<file path="config.mk">
export PLATFORM = sky130hd
export DESIGN_NAME = bounding_box
export DESIGN_NICKNAME = d
export VERILOG_FILES = /design/src/rtl/bounding_box.sv
export SDC_FILE = /design/constraint.sdc
export NUM_CORES = 1
export LEC_CHECK = 0
export CAP_MARGIN = 20
export CORE_MARGIN = 2
export CORE_UTILIZATION = 54
export CTS_CLUSTER_SIZE = 12
export DETAILED_ROUTE_END_ITERATION = 6
export GPL_ROUTABILITY_DRIVEN = 1
export PLACE_DENSITY_LB_ADDON = 0.2
export SYNTH_ARGS = -nofsm -noshare
export SYNTH_HDL_FRONTEND = slang
export SYNTH_HIERARCHICAL = 1
export SYNTH_SLANG_ARGS = --single-unit
</file>
<file path="constraint.sdc">
create_clock -name clk -period 6.24 [get_ports clk]
set_input_delay 0.624 -clock clk [delete_from_list [all_inputs] [get_ports clk]]
set_output_delay 0.624 -clock clk [all_outputs]
set_load 0.01 [all_outputs]
</file>
<file path="src/rtl/bounding_box.sv">
// bounding_box: serial-in triangle bounding box.
//
// A 144-bit frame is shifted in LSB first, one bit per clk while en=1.
// The frame carries three vertices as unsigned 10.6 fixed point:
//   v0x=[15:0] v1x=[31:16] v2x=[47:32] v0y=[63:48] v1y=[79:64] v2y=[95:80]
// Bits [143:96] are reserved and ignored by the box logic. One clk after
// the 144th accepted bit, the min/max of each axis are registered and
// bb_valid pulses for one cycle. Box outputs hold until the next frame.
//
// Optional feature (macro BOUNDING_BOX_CLAMP_EN): clamp x outputs to
// (SCREEN_W-1)<<6 and y outputs to (SCREEN_H-1)<<6 after min/max.
//
// Ports:
//   clk      - clock, rising edge
//   rst_n    - asynchronous active-low reset
//   en       - accept the bit on `in` this cycle
//   in       - serial frame data, LSB first
//   frame_q  - shift register contents
//   xmin/xmax/ymin/ymax - registered bounding box (10.6 unsigned)
//   bb_valid - one-cycle pulse when the box updates

// Per-axis min/max of three vertices, with optional upper clamp.
module bounding_box_lane #(
    parameter int                VEC_W    = 16,
    parameter bit                CLAMP_EN = 1'b0,
    parameter logic [VEC_W-1:0]  LIMIT    = '1
) (
    input  logic [2:0][VEC_W-1:0] v,
    output logic [VEC_W-1:0]      lo,
    output logic [VEC_W-1:0]      hi
);
    logic [VEC_W-1:0] mn, mx;

    always_comb begin
        mn = v[0];
        mx = v[0];
        for (int k = 1; k < 3; k++) begin
            if (v[k] < mn) mn = v[k];
            if (v[k] > mx) mx = v[k];
        end
        lo = (CLAMP_EN && (mn > LIMIT)) ? LIMIT : mn;
        hi = (CLAMP_EN && (mx > LIMIT)) ? LIMIT : mx;
    end
endmodule

module bounding_box #(
    parameter int SCREEN_W = 640,
    parameter int SCREEN_H = 480
) (
    input  logic         clk,
    input  logic         rst_n,
    input  logic         en,
    input  logic         in,
    output logic [143:0] frame_q,
    output logic [15:0]  xmin,
    output logic [15:0]  xmax,
    output logic [15:0]  ymin,
    output logic [15:0]  ymax,
    output logic         bb_valid
);
    localparam int FRAME_W   = 144;
    localparam int VEC_W     = 16;
    localparam int NUM_LANES = 2;   // lane 0 = x, lane 1 = y
    localparam int STAGES    = 1;

`ifdef BOUNDING_BOX_CLAMP_EN
    localparam bit CLAMP_EN = 1'b1;
`else
    localparam bit CLAMP_EN = 1'b0;
`endif

    // Per-lane clamp limit in 10.6 format; only consulted when CLAMP_EN.
    localparam logic [NUM_LANES-1:0][VEC_W-1:0] LIMIT = {
        VEC_W'((SCREEN_H - 1) << 6),
        VEC_W'((SCREEN_W - 1) << 6)
    };

    logic [7:0]                         cnt;
    logic                               frame_done;
    // vld_pipe[0]: frame just completed, load box next edge
    // vld_pipe[1]: box registers hold the new result
    logic [STAGES:0]                    vld_pipe;
    logic [NUM_LANES-1:0][2:0][VEC_W-1:0] verts;
    logic [NUM_LANES-1:0][VEC_W-1:0]    lo_c, hi_c, lo_q, hi_q;

    assign frame_done = en && (cnt == 8'(FRAME_W - 1));
    assign verts      = frame_q[NUM_LANES*3*VEC_W-1:0];

    for (genvar g = 0; g < NUM_LANES; g++) begin : g_lane
        bounding_box_lane #(
            .VEC_W    (VEC_W),
            .CLAMP_EN (CLAMP_EN),
            .LIMIT    (LIMIT[g])
        ) u_lane (
            .v  (verts[g]),
            .lo (lo_c[g]),
            .hi (hi_c[g])
        );
    end

    always_ff @(posedge clk or negedge rst_n) begin
        if (!rst_n) begin
            frame_q  <= '0;
            cnt      <= '0;
            vld_pipe <= '0;
            lo_q     <= '0;
            hi_q     <= '0;
        end else begin
            if (en) begin
                frame_q <= {in, frame_q[FRAME_W-1:1]};
                cnt     <= frame_done ? 8'd0 : cnt + 8'd1;
            end
            vld_pipe <= {vld_pipe[STAGES-1:0], frame_done};
            // frame_q still holds the completed frame here even if a new
            // frame's first bit is shifting in on this same edge.
            if (vld_pipe[0]) begin
                lo_q <= lo_c;
                hi_q <= hi_c;
            end
        end
    end

    assign xmin     = lo_q[0];
    assign xmax     = hi_q[0];
    assign ymin     = lo_q[1];
    assign ymax     = hi_q[1];
    assign bb_valid = vld_pipe[STAGES];
endmodule

</file>
# Word-level counts from Yosys, hierarchy flattened
# Index checks and enable logic that the tools add are counted.
# word_totals
register_bits	218
latchBits	0
mem_bits_rw	0
rom_bits	0
output_inout_bits	209
n_memories	0
# op_classes
n_addsub	1
n_mul	0
n_div	0
n_lt_le_gt_ge	8
eq_ne	1
shifts	0
muxes	9
bitwise_logic	0
n_reduce_logical	1
# op_table
op	count
$mux W16	8
$gt A16 B16 Y1	4
$lt A16 B16 Y1	4
$add A8 B1 Y8 const B	1
$eq A8 B8 Y1 const B	1
$mux W8	1
$logic_and A1 B1 Y1	1

# Longest topological paths before layout
# depth
depth_word	4
mapped_depth	22

# Hierarchy
# Netlist, hierarchy kept.
# modules_own_cells
mod	instances	cells_each	area_per_inst_um2	seq_area_each_um2
bounding_box	1	475	8479.4	5455.2
bounding_box_lane at g_lane[0].u_lane	1	255	2113.3	0.0
bounding_box_lane at g_lane[1].u_lane	1	223	1854.3	0.0

# Least setup slack after synthesis
# Ideal clock, no wire load.
# synth_path
path_type	reg-to-reg
startpoint	reg frame_q[62]
endpoint	reg lo_q, in the netlist ymin[11]
setup_ps	125
t_arrival_ps	4850
t_required_ps	6115
slack_ps	1266
path_stages_with_launch	19
path_buffers	3
cell_sequence	dfrtp_1 > inv_1 > ha_1 > nand4_1 > nor3_1 > a21boi_1 > a2111o_1 > buf_2 > buf_1 > mux2i_1 > ha_1 > and3_1 > a221o_1 > a221o_1 > or4_4 > o31ai_4 > buf_8 > mux2i_1 > mux2_2
# synth_rtl
element	line_no	source
start: declaration	54	output logic [143:0] frame_q,
start signal: assignment	110	frame_q <= {in, frame_q[FRAME_W-1:1]};
end signal: assignment	117	lo_q <= lo_c;
end: declaration	84	logic [NUM_LANES-1:0][VEC_W-1:0] lo_c, hi_c, lo_q, hi_q;

==> metrics.txt <==
antenna fix cells=0; Post-synth EDFFs=0; Max Freq=189.4 MHz; Post-Route Skew=around 0.012 ns; Max VDD drop=240.1 uV; Post-CTS Hold Buffers=0; Worst-Margin Slew=0.8767 ns; PortBufs=approximately 210; max-cap violation count=0; Layout Cells excl Fill=approximately 1,500; post-synth cell types=65; Ports=around 210; Static Leak=between 7 and 8 nW; WP data required=6.64 ns; final-report setup violation count=0; Critical Path Sink Type=flip-flop; routability-driven placement congestion ratio=0.8423; Crit Path Category=reg2reg; Post CTS Setup Buffer Count=0; Via Count=between 8,000 and 9,000; first-pass GRT wire length=between 40,000 and 50,000 um; max-slew violation count=0; Final ANT Viol Nets=0; register area share after synthesis=between 40% and 50%; Seq cells post-synth=approximately 220; synthesized area=0.01245 mm2; final wirelength=about 30,000 um; Critical Path Start Type=flip-flop; Worst-Skew Late Latency=around 0.52 ns; outcome=complete, no violations; Clk pin slew, worst setup/hold paths=roughly 0.06 ns; RSZ-0062 raised after global routing=no; syn nets=approximately 1,100; Synth Instances=953; Placement Rows=55; global router's overall resource usage=24.72%; fin crit share=between 80 and 90%; Layout Nets=approximately 1,300; YS warnings=6; Initial Util=a little over half; Primary FF master, synth=dfrtp_1; WL/cell=20.64 um; antenna violations before repair=0; final hold vios=0; pwr dens=217.8 mW/mm2; R2R cell count=16; clk buf depth=3; DR DRC count=0; commonest non-fill, non-tap cell in the layout=dfrtp_1; share of layout cells above drive strength 1=around 23%; worst min path class=in2async; Die Wd=approximately 160 um; crit path DAT=~5.7 ns; Syn Area/Cell=approximately 13 um2; total die area=approximately 0.024 mm2; Final min period=between 5 and 6 ns; root buf cell=clkbuf_16; Syn-to-layout area delta=24.53%; number of DRC markers in iteration 0=approximately 360; Inst Count DP=~1,400; crit-path max FO=9; Post-CTS Resized=0; TritonCTS clock tree=done; clock sinks=between 200 and 250; most frequent cells in the layout=217 x dfrtp_1, 210 x clkdlybuf4s50_1, 138 x mux2_2, 107 x mux2i_1, 95 x ha_1; largest net degree at the start of global routing=between 80 and 90; gr ovfl total=0; via count of the first global-routing pass=between 8,000 and 9,000; setup TNS=0 ns; HPWL Detailed=between 20,000 and 25,000 um; DR pass1 iterations=4; Vias/cell=5.798; htree depth=1; die height=155.8 um; ys async rst share=100.0%; total core area=0.02264 mm2; Rel. slew slack=41.55%; TritonCTS buffer count=24
==> metrics by stage <==
stage | util, % | power [mW] | setup slack (ns) | hold WS, ns | cell area (um2)
6_report | 68.46 | 3.376 | 0.9601 | 0.05589 | 15500
5_1_grt | 68.46 | 3.521 | 0.6268 | 0.1148 | 15500
4_1_cts | 68.37 | 3.418 | 0.9307 | 0.09623 | 15480
3_5_place_dp | 64.95 | 2.016 | 0.9639 | 0.4951 | 14710
3_3_place_gp | 64.95 | 2.003 | 1.016 | 0.4917 | 14710
2_1_floorplan | - | 1.788 | 1.266 | 0.3284 | 12450
==> Yosys cell counts (all sizes together) (4+ instances only) <==
cell type,number,area [um2]
a21o,14,105.1
o221a,15,168.9
mux2i,108,1094
nand3,12,65.06
and3,4,25.02
o21ai,12,60.05
ha,95,1189
nand4,13,87.58
nor3,7,35.03
dfrtp,218,5455
a31oi,5,52.55
buf,36,315.3
clkbuf,5,18.77
a211oi,5,42.54
a32oi,15,131.4
nand2,17,63.81
mux2,212,2650
nor2,12,45.04
inv,69,259.0
nor2b,5,31.28
a21oi,26,130.1
==> final timing paths <==
check	from	endpoint	slack [ns]
worst max register to register	frame_q[63]$_DFFE_PN0P_	ymin[9]$_DFFE_PN0P_	0.96
max in group asynchronous	rst_n	vld_pipe[0]$_DFF_PN0_	4.94
worst min-delay path	rst_n	frame_q[77]$_DFFE_PN0P_	0.06
worst min register to register	xmax[13]$_DFFE_PN0P_	xmax[13]$_DFFE_PN0P_	0.50
min in group clk	xmax[13]$_DFFE_PN0P_	xmax[13]$_DFFE_PN0P_	0.50
worst max-delay path	frame_q[63]$_DFFE_PN0P_	ymin[9]$_DFFE_PN0P_	0.96
==> sequential cells by signal (all words and copies together) (netlist names) <==
register,count
vld_pipe,2
ymax,16
ymin,16
xmax,16
frame_q,144
cnt,8
xmin,16
==> metal layers <==
metal	GRT usage (%)	routed length, um
met4	5.854	512
met5	0	0
met2	42.44	15060
met1	32.71	13050
met3	4.500	1567
==> report_power, final <==
part / switching [mW] / leakage, nW / internal (mW)
Combinational: 0.158 / 3.76 / 0.234
Clock: 0.552 / 0.382 / 0.836
Sequential: 0.0826 / 2.99 / 1.51
==> worst max-delay path, cell delays in order, from the launching register on <==
cell and delay (ns):
dfrtp_1 0.46, inv_1 0.07, ha_1 0.32, nand4_1 0.17, nor3_1 0.32, a21boi_1 0.21
a2111o_1 0.37, mux2i_1 0.34, ha_1 0.28, and3_1 0.18, a221o_1 0.30, a221o_1 0.39
or4_4 0.52, o31ai_4 0.52, buf_4 0.31, mux2i_1 0.12, mux2_2 0.28
==> area by class of cell <==
type                    count  area [um2]
inverters                  69       259.0
multi-input cells         625        6402
clock inverters             7       96.34
flip-flops and latches    218        5456
clock buffers              34       678.2
fillers                  1704        7141
well taps                 285       356.6
repair buffers            225        2251
==> cell families (layout without fill, tap and decap cells) <==
| logic type | count (synthesis) | count (layout) | share of synthesized area (%) |
|---|---|---|---|
| xor+xnor | 4 | 4 | 0.2815 |
| buf+inv | 110 | 335 | 4.765 |
| mux | 320 | 320 | 30.08 |
| fa+ha+maj | 95 | 95 | 9.550 |
| flops | 218 | 218 | 43.83 |
| compound gates | 122 | 122 | 7.801 |
| simple gates | 84 | 84 | 3.699 |
Power figures use the tool's default switching activity.
